File: src/rtl/jk_bank_driver_if.sv
`default_nettype none
// ============================================================================
// Module   : jk_bank_driver_if
// Purpose  : Target handshake and JK bank signals of jk_bank_driver.
//            The slave modport is the driver's view; the master modport is
//            the view of whatever feeds targets and models the bank.
// Revision : 1.0  initial release
// ============================================================================
interface jk_bank_driver_if #(
    parameter int WIDTH = 4
);
    logic             tgt_valid;
    logic [WIDTH-1:0] tgt_data;
    logic             tgt_ready;
    logic [WIDTH-1:0] q_in;
    logic [WIDTH-1:0] j_out;
    logic [WIDTH-1:0] k_out;
    logic             done;
    logic             err;
    logic [WIDTH-1:0] mismatch;
    logic [15:0]      xfer_cnt;

    modport slave (
        input  tgt_valid, tgt_data, q_in,
        output tgt_ready, j_out, k_out, done, err, mismatch, xfer_cnt
    );

    modport master (
        output tgt_valid, tgt_data, q_in,
        input  tgt_ready, j_out, k_out, done, err, mismatch, xfer_cnt
    );
endinterface
`default_nettype wire

File: src/rtl/jk_bank_driver.sv
`default_nettype none
// ============================================================================
// Module   : jk_bank_driver
// Purpose  : Write side of a bank of JK flip-flops. Takes a target vector,
//            drives one cycle of J/K excitation, waits SETTLE cycles, reads Q
//            back and reports done, or err once MAX_RETRY re-drives fail.
// Revision : 1.0  initial release
// ============================================================================
module jk_bank_driver #(
    parameter int WIDTH      = 4,
    parameter int SETTLE     = 1,
    parameter int MAX_RETRY  = 2,
    parameter int USE_TOGGLE = 0
) (
    input  wire logic         clk,
    input  wire logic         rst,
    jk_bank_driver_if.slave   bus
);

    typedef enum logic [1:0] {
        ST_IDLE  = 2'd0,
        ST_DRIVE = 2'd1,
        ST_WAIT  = 2'd2,
        ST_CHECK = 2'd3
    } state_t;

    localparam bit         c_HAS_SETTLE  = (SETTLE > 0);
    localparam logic [3:0] c_SETTLE_LAST = 4'((SETTLE > 0) ? SETTLE - 1 : 0);
    localparam logic [2:0] c_MAX_RETRY   = 3'(MAX_RETRY);

    state_t           r_state, w_state_nxt;
    logic [WIDTH-1:0] r_tgt, w_tgt_nxt;
    logic [WIDTH-1:0] r_j, w_j_nxt;
    logic [WIDTH-1:0] r_k, w_k_nxt;
    logic [WIDTH-1:0] r_mismatch, w_mismatch_nxt;
    logic             r_done, w_done_nxt;
    logic             r_err, w_err_nxt;
    logic [15:0]      r_xfer_cnt, w_xfer_cnt_nxt;
    logic [2:0]       r_retry, w_retry_nxt;
    logic [3:0]       r_settle, w_settle_nxt;

    // Excitation target: the incoming vector while idle, the latched one on retry.
    logic [WIDTH-1:0] w_exc_t;
    logic [WIDTH-1:0] w_exc_j;
    logic [WIDTH-1:0] w_exc_k;

    assign w_exc_t = (r_state == ST_IDLE) ? bus.tgt_data : r_tgt;

    generate
        if (USE_TOGGLE != 0) begin : g_toggle
            // Every differing bit toggles; equal bits hold.
            assign w_exc_j = bus.q_in ^ w_exc_t;
            assign w_exc_k = bus.q_in ^ w_exc_t;
        end else begin : g_set_reset
            // 0->1 sets, 1->0 resets; equal bits hold.
            assign w_exc_j = ~bus.q_in &  w_exc_t;
            assign w_exc_k =  bus.q_in & ~w_exc_t;
        end
    endgenerate

    // Next-state and next-output logic; J/K default to zero outside DRIVE entry.
    always_comb begin
        w_state_nxt    = r_state;
        w_tgt_nxt      = r_tgt;
        w_j_nxt        = '0;
        w_k_nxt        = '0;
        w_mismatch_nxt = r_mismatch;
        w_done_nxt     = 1'b0;
        w_err_nxt      = 1'b0;
        w_xfer_cnt_nxt = r_xfer_cnt;
        w_retry_nxt    = r_retry;
        w_settle_nxt   = r_settle;

        case (r_state)
            ST_IDLE: begin
                if (bus.tgt_valid) begin
                    w_tgt_nxt   = bus.tgt_data;
                    w_j_nxt     = w_exc_j;
                    w_k_nxt     = w_exc_k;
                    w_retry_nxt = '0;
                    w_state_nxt = ST_DRIVE;
                end
            end
            ST_DRIVE: begin
                w_settle_nxt = '0;
                w_state_nxt  = c_HAS_SETTLE ? ST_WAIT : ST_CHECK;
            end
            ST_WAIT: begin
                if (r_settle == c_SETTLE_LAST) begin
                    w_state_nxt = ST_CHECK;
                end else begin
                    w_settle_nxt = r_settle + 4'd1;
                end
            end
            ST_CHECK: begin
                if (bus.q_in == r_tgt) begin
                    w_done_nxt     = 1'b1;
                    w_xfer_cnt_nxt = r_xfer_cnt + 16'd1;
                    w_state_nxt    = ST_IDLE;
                end else if (r_retry < c_MAX_RETRY) begin
                    w_retry_nxt = r_retry + 3'd1;
                    w_j_nxt     = w_exc_j;
                    w_k_nxt     = w_exc_k;
                    w_state_nxt = ST_DRIVE;
                end else begin
                    w_err_nxt      = 1'b1;
                    w_mismatch_nxt = bus.q_in ^ r_tgt;
                    w_state_nxt    = ST_IDLE;
                end
            end
            default: begin
                w_state_nxt = ST_IDLE;
            end
        endcase
    end

    // State and output registers; reset aborts any transfer and silences J/K.
    always_ff @(posedge clk) begin
        if (rst) begin
            r_state    <= ST_IDLE;
            r_tgt      <= '0;
            r_j        <= '0;
            r_k        <= '0;
            r_mismatch <= '0;
            r_done     <= 1'b0;
            r_err      <= 1'b0;
            r_xfer_cnt <= '0;
            r_retry    <= '0;
            r_settle   <= '0;
        end else begin
            r_state    <= w_state_nxt;
            r_tgt      <= w_tgt_nxt;
            r_j        <= w_j_nxt;
            r_k        <= w_k_nxt;
            r_mismatch <= w_mismatch_nxt;
            r_done     <= w_done_nxt;
            r_err      <= w_err_nxt;
            r_xfer_cnt <= w_xfer_cnt_nxt;
            r_retry    <= w_retry_nxt;
            r_settle   <= w_settle_nxt;
        end
    end

    assign bus.tgt_ready = (r_state == ST_IDLE);
    assign bus.j_out     = r_j;
    assign bus.k_out     = r_k;
    assign bus.done      = r_done;
    assign bus.err       = r_err;
    assign bus.mismatch  = r_mismatch;
    assign bus.xfer_cnt  = r_xfer_cnt;

endmodule
`default_nettype wire

File: src/flat_wrapper.sv
// flat-port wrapper written by rule: the top's interface ports become plain ports
module jk_bank_driver_flat 
#(
    parameter int WIDTH      = 4,
    parameter int SETTLE     = 1,
    parameter int MAX_RETRY  = 2,
    parameter int USE_TOGGLE = 0
)
  (clk, rst, bus_tgt_valid, bus_tgt_data, bus_q_in, bus_tgt_ready, bus_j_out, bus_k_out, bus_done, bus_err, bus_mismatch, bus_xfer_cnt);
  jk_bank_driver_if #(.WIDTH(WIDTH)) bus_i ();
  input  wire logic clk;
  input  wire logic rst;
  input wire logic [$bits(bus_i.tgt_valid)-1:0] bus_tgt_valid;
  input wire logic [$bits(bus_i.tgt_data)-1:0] bus_tgt_data;
  input wire logic [$bits(bus_i.q_in)-1:0] bus_q_in;
  output wire logic [$bits(bus_i.tgt_ready)-1:0] bus_tgt_ready;
  output wire logic [$bits(bus_i.j_out)-1:0] bus_j_out;
  output wire logic [$bits(bus_i.k_out)-1:0] bus_k_out;
  output wire logic [$bits(bus_i.done)-1:0] bus_done;
  output wire logic [$bits(bus_i.err)-1:0] bus_err;
  output wire logic [$bits(bus_i.mismatch)-1:0] bus_mismatch;
  output wire logic [$bits(bus_i.xfer_cnt)-1:0] bus_xfer_cnt;
  assign bus_i.tgt_valid = bus_tgt_valid;
  assign bus_i.tgt_data = bus_tgt_data;
  assign bus_i.q_in = bus_q_in;
  assign bus_tgt_ready = bus_i.tgt_ready;
  assign bus_j_out = bus_i.j_out;
  assign bus_k_out = bus_i.k_out;
  assign bus_done = bus_i.done;
  assign bus_err = bus_i.err;
  assign bus_mismatch = bus_i.mismatch;
  assign bus_xfer_cnt = bus_i.xfer_cnt;
  jk_bank_driver #(.WIDTH(WIDTH), .SETTLE(SETTLE), .MAX_RETRY(MAX_RETRY), .USE_TOGGLE(USE_TOGGLE)) u_core (.clk(clk), .rst(rst), .bus(bus_i));
endmodule
File: config.mk
export PLATFORM = sky130hd
export DESIGN_NAME = jk_bank_driver_flat
export DESIGN_NICKNAME = d
export VERILOG_FILES = /design/src/rtl/jk_bank_driver_if.sv /design/src/rtl/jk_bank_driver.sv /design/src/flat_wrapper.sv
export SDC_FILE = /design/constraint.sdc
export NUM_CORES = 1
export LEC_CHECK = 0
export CORE_MARGIN = 3
export CORE_UTILIZATION = 25
export DETAILED_ROUTE_END_ITERATION = 8
export SYNTH_ARGS = -nofsm -noshare
export SYNTH_HDL_FRONTEND = slang
export SYNTH_SLANG_ARGS = --single-unit
File: constraint.sdc
create_clock -name clk -period 2.2 [get_ports clk]
set_clock_uncertainty 0.1 [all_clocks]
set_input_delay 0.33 -clock clk [delete_from_list [all_inputs] [get_ports clk]]
set_output_delay 0.33 -clock clk [all_outputs]
set_load 0.02 [all_outputs]
**Word-level counts from Yosys, hierarchy flattened**

Index checks and enable logic that the tools add are counted.

- Register bits after elaboration: 43
- Input bits: 11
- Logic and storage cells: 65
- Output and inout bits: 31

- Bitwise gates (word level): 8
- Reductions and logical operators: 12
- Eq/ne operators: 9
- Mux-type cells: 22
- $lt $le $gt $ge: 1
- Add/sub/neg operators: 3

Operators by type and width:

| cell | number |
|---|---|
| $mux 4 | 8 |
| $pmux 4 s2 | 3 |
| $add 16x1->16 const B | 1 |
| $mux 3 | 3 |
| $and 4x4->4 | 2 |
| $not 4->4 | 2 |
| $pmux 2 s4 | 1 |
| $reduce_and 2->1 | 4 |
| $mux 2 | 3 |
| $ne 2x2->1 const B | 3 |
| $pmux 3 s2 | 1 |
| $add 4x1->4 const B | 1 |
| $eq 2x2->1 const B | 2 |
| $eq 4x4->1 | 1 |
| $logic_not 4->1 | 1 |
| $ne 2x1->1 const B | 2 |
| $reduce_and 4->1 | 1 |
| $reduce_bool 2->1 | 2 |
| $xor 4x4->4 | 1 |
| $add 3x1->3 const B | 1 |
| $lt 3x2->1 const B | 1 |
| $mux 1 | 3 |
| $not 1->1 | 3 |
| $reduce_and 3->1 | 1 |
| other kinds (4) | 4 |

**Logic depth before layout (Yosys ltp)**

- Depth in word-level cells: 7
- Mapped depth: 7
- Mapped depth without buffers: 6

**Worst setup path after synthesis**

No wires, ideal clock.

- Path type: register to register
- Start: register u_core.r_tgt[3]
- End: register u_core.r_xfer_cnt[15] (netlist: u_core.bus.xfer_cnt[15])
- Period minus slack after synthesis: 2041 ps
- Library setup time: 121 ps
- Required time: 1979 ps
- Path buffers: 1
- Cell stages (with the launch flop): 6
- Data arrival time: 1821 ps
- Slack: 159 ps
- Cells stage by stage: dfxtp_1 > xor2_1 > or4_1 > buf_2 > nor4_1 > mux2_2

- Word-level cells in the longest chain between the ends: 2

Ends and longest elaborated chain:

| element | line | RTL |
|---|---|---|
| from (decl) | jk_bank_driver.sv:32 | `logic [WIDTH-1:0] r_tgt, w_tgt_nxt;` |
| from (signal assigned) | jk_bank_driver.sv:132 | `r_tgt <= w_tgt_nxt;` |
| $eq 4x4->1 | jk_bank_driver.sv:96 | `if (bus.q_in == r_tgt) begin` |
| $reduce_and 2->1 (no source line) | n/a |  |
| to (signal assigned) | jk_bank_driver.sv:138 | `r_xfer_cnt <= w_xfer_cnt_nxt;` |
| to (decl) | jk_bank_driver.sv:38 | `logic [15:0] r_xfer_cnt, w_xfer_cnt_nxt;` |

No other way between the ends.
A chain may end at the register's enable or synchronous reset.

**Worst setup path in the final report**

- Start: register u_core.r_tgt[0]
- End: register u_core.r_xfer_cnt[15] (netlist: u_core.bus.xfer_cnt[15])

The elaborated chain is that of the path after synthesis.

==> summary.md <==
| Metric | Value |
|---|---|
| Status | `finished clean` |
| Final setup vio count | `0` |
| GP Congestion | `between 0.7 and 0.8` |
| Final nets | `306` |
| Initial antenna violation count | `0` |
| Worst slew pin tran | `0.572 ns` |
| Top-count cell post-synth | `dfxtp_1` |
| Dpl hpwl | `3550 um` |
| H-tree Lvls | `2` |
| Largest net degree at the start of global routing | `14` |
| CP Class | `flop to flop` |
| Residual DRC | `0` |
| Root buf cell | `clkbuf_8` |
| Skew-Pair Late Insertion Delay | `0.29 ns` |
| Inst Count DP | `379` |
| Post-synth top area share | `0.429` |
| Max-slew violations | `0` |
| Worst-path clk slew | `0.08 ns` |
| Longest Clk Path Bufs | `2` |
| Share of layout cells above drive strength 1 | `0.164` |
| Rel. slew slack | `0.617` |
| Crit-path slowest cell | `or4_4` |
| CP peak stage delay | `0.62 ns` |
| #FFs+latches synth | `43` |
| Post-synthesis net count | `246` |
| Num CTS Buffers | `5` |
| Top cells by area, synth | `dfxtp_1, ha_1, a21oi_1, o31ai_1, nand3_1` |
| Post-synthesis sequential area ratio | `0.429` |
| Number of library cell types mapped by synthesis | `37` |
| Final min period | `around 2.1 ns` |
| Ant diodes | `0` |
| Vias per inst | `4.83` |
| Crit path arrival time | `2.23 ns` |
| Achievable clock frequency | `around 0.47 GHz` |
| Via count | `1879` |
| Post-route ant nets | `0` |
| Synth cell count leaders | `dfxtp_1, a21oi_1, nand2_1` |
| Top delay family on crit path | `simple AND/OR/NAND/NOR gates` |
| Global router's overall resource usage | `0.110` |
| Power per cell area | `about 730 nW/um^2` |
| IO Port Bufs | `41` |
| EDFF count, synth | `0` |
| Post-Syn Area | `2010 um^2` |
| Avg WL per Cell | `~13 um` |
| IO Pins | `42` |
| RSZ-0062 raised after global routing | `no` |
| Syn. warnings | `0` |
| Finished Layout Cells | `just under 400` |
| CTS Hold Buffers Added | `0` |
| Fraction of registers with async set/reset | `0` |
| Top FF cell, synth | `dfxtp_1` |
| Post-synthesis average cell area | `a little under 9 um^2` |
| Startpoint class of the critical path | `flop` |
| Worst endpoint required time | `2.28 ns` |
| First-pass GRT wire length | `8140 um` |
| CP endpoint kind | `flop` |
| P&R area growth vs syn | `42.5%` |
| Most area-hungry cell type in the Yosys netlist | `dfxtp_1` |
| Post-CTS setup buffers | `0` |
| Initial DRC count | `between 80 and 90` |
| Total Power | `2.10 mW` |
| DRT Wirelength | `4950 um` |
| Hold Path Class | `primary input to flop` |
| Part of the cycle the worst path needs | `0.974` |
| Initial Util | `0.258` |
| Std cell rows | `32` |
| Worst Path Buf+Inv | `1` |
| CTS tree | `built` |
| Cell Chain, Critical Path | `xor2_1 > or4_4 > buf_8 > nor4_4 > mux2_2` |
| Core area | `7770 um^2` |
| First-pass DRT Iterations | `4` |
| Gr ovfl total | `0` |
| Clock Sinks | `43` |
| Die Ht | `95.6 um` |
| Setup TNS | `0 ns` |
| CP max FO | `6` |
| Leakage | `between 1 and 1.5 nW` |
| Final core utilization | `0.368` |
| Width of the die | `95.6 um` |
| Vias in the first global route | `1774` |
| Max Cap Viol | `0` |
| Peak VDD IR | `0.446 mV` |
| Final hold viol count | `0` |
| Post-Syn Instances | `226` |
| Die area | `9140 um^2` |
## stage by stage
stage / hold slack, ns / setup slack (ns) / cell area (um^2)
after floorplan: 0.309 / 0.159 / 2010
after global placement: 0.358 / -0.364 / 2650
after detailed placement: 0.373 / -0.409 / 2650
after CTS: 0.286 / 0.000375 / 2840
after global routing: 0.288 / 0.00466 / 2860
final: 0.265 / 0.0575 / 2860
## cells in the final DEF (no fill, tap or decap), types with 7 or more instances in the layout
cell type        synthesis  routed
nand3_1                 14      14
nand2_1                 15      15
clkdlybuf4s50_1          0      37
nor3_1                   7       7
a21oi_1                 19      16
inv_1                    7       7
o31ai_1                 11      11
ha_1                     9       9
nor2_1                  12      12
buf_4                    0      19
dfxtp_1                 43      42
o21ai_0                  8       8
and3_1                   7       7
## power by group
part | leakage (nW) | switching [mW] | internal, mW | total [mW]
registers | 0.348 | 0.0407 | 0.829 | 0.870
clock network | 0.0412 | 0.276 | 0.222 | 0.499
logic | 0.689 | 0.403 | 0.323 | 0.726
## kinds of logic after synthesis
kind of cell | Yosys count | synth area share
muxes | 9 | 0.0480
adders and majority gates | 9 | 0.0561
AOI/OAI and AO/OA | 53 | 0.166
and+or+nand+nor | 90 | 0.245
xor gates and xnor gates | 5 | 0.0218
buffers and inverters | 17 | 0.0337
DFF | 43 | 0.429
## tightest hold or removal path: cells and delay by family
| kind | cells | cell delay, ns |
|---|---|---|
| AND/OR/NAND/NOR | 1 | 0.04 |
| buffers and inverters | 2 | 0.25 |
## sequential cells by signal, indices dropped and copies added (netlist names)
name                 count
u_core.r_retry           3
u_core.r_settle          4
u_core.bus.err           1
u_core.r_state           2
u_core.bus.mismatch      4
u_core.bus.k_out         4
u_core.r_tgt             4
u_core.bus.xfer_cnt     16
u_core.bus.done          1
u_core.bus.j_out         4
## what timing repair did
action / in CTS / in global routing
gates cloned: 2 / 0
setup endpoints to repair: 2 / 6
gates resized for setup: 10 / 8
pin swaps: 1 / 4
## layout make-up
class / instances / area [um^2]
Tap cell: 102 / 128
Clock inverter: 2 / 12.5
Fill cell: 808 / 4910
Sequential cell: 43 / 862
Multi-Input combinational cell: 166 / 1130
Inverter: 7 / 26.3
Clock buffer: 6 / 72.6
Timing Repair Buffer: 63 / 627
## layer usage
| metal | track usage | up-vias | wire length [um] |
|---|---|---|---|
| met4 | 0.0190 | 0 | 36 |
| met2 | 0.180 | 38 | 2260 |
| li1 | - | 961 | - |
| met5 | 0 | - | 0 |
| met1 | 0.147 | 876 | 2440 |
| met3 | 0.0308 | 4 | 207 |
## final timing paths
check | from | endpoint | slack (ns) | cells after the start
setup / recovery | u_core.r_tgt[0] | u_core.bus.xfer_cnt[15] | 0.06 | 5
hold / removal | bus_q_in[0] | u_core.bus.j_out[0] | 0.27 | 3
setup reg to reg | u_core.r_tgt[0] | u_core.bus.xfer_cnt[15] | 0.06 | 5
hold reg to reg | u_core.r_tgt[0] | u_core.r_tgt[0] | 0.38 | 2
No activity file was read; power rests on OpenSTA's default activity.
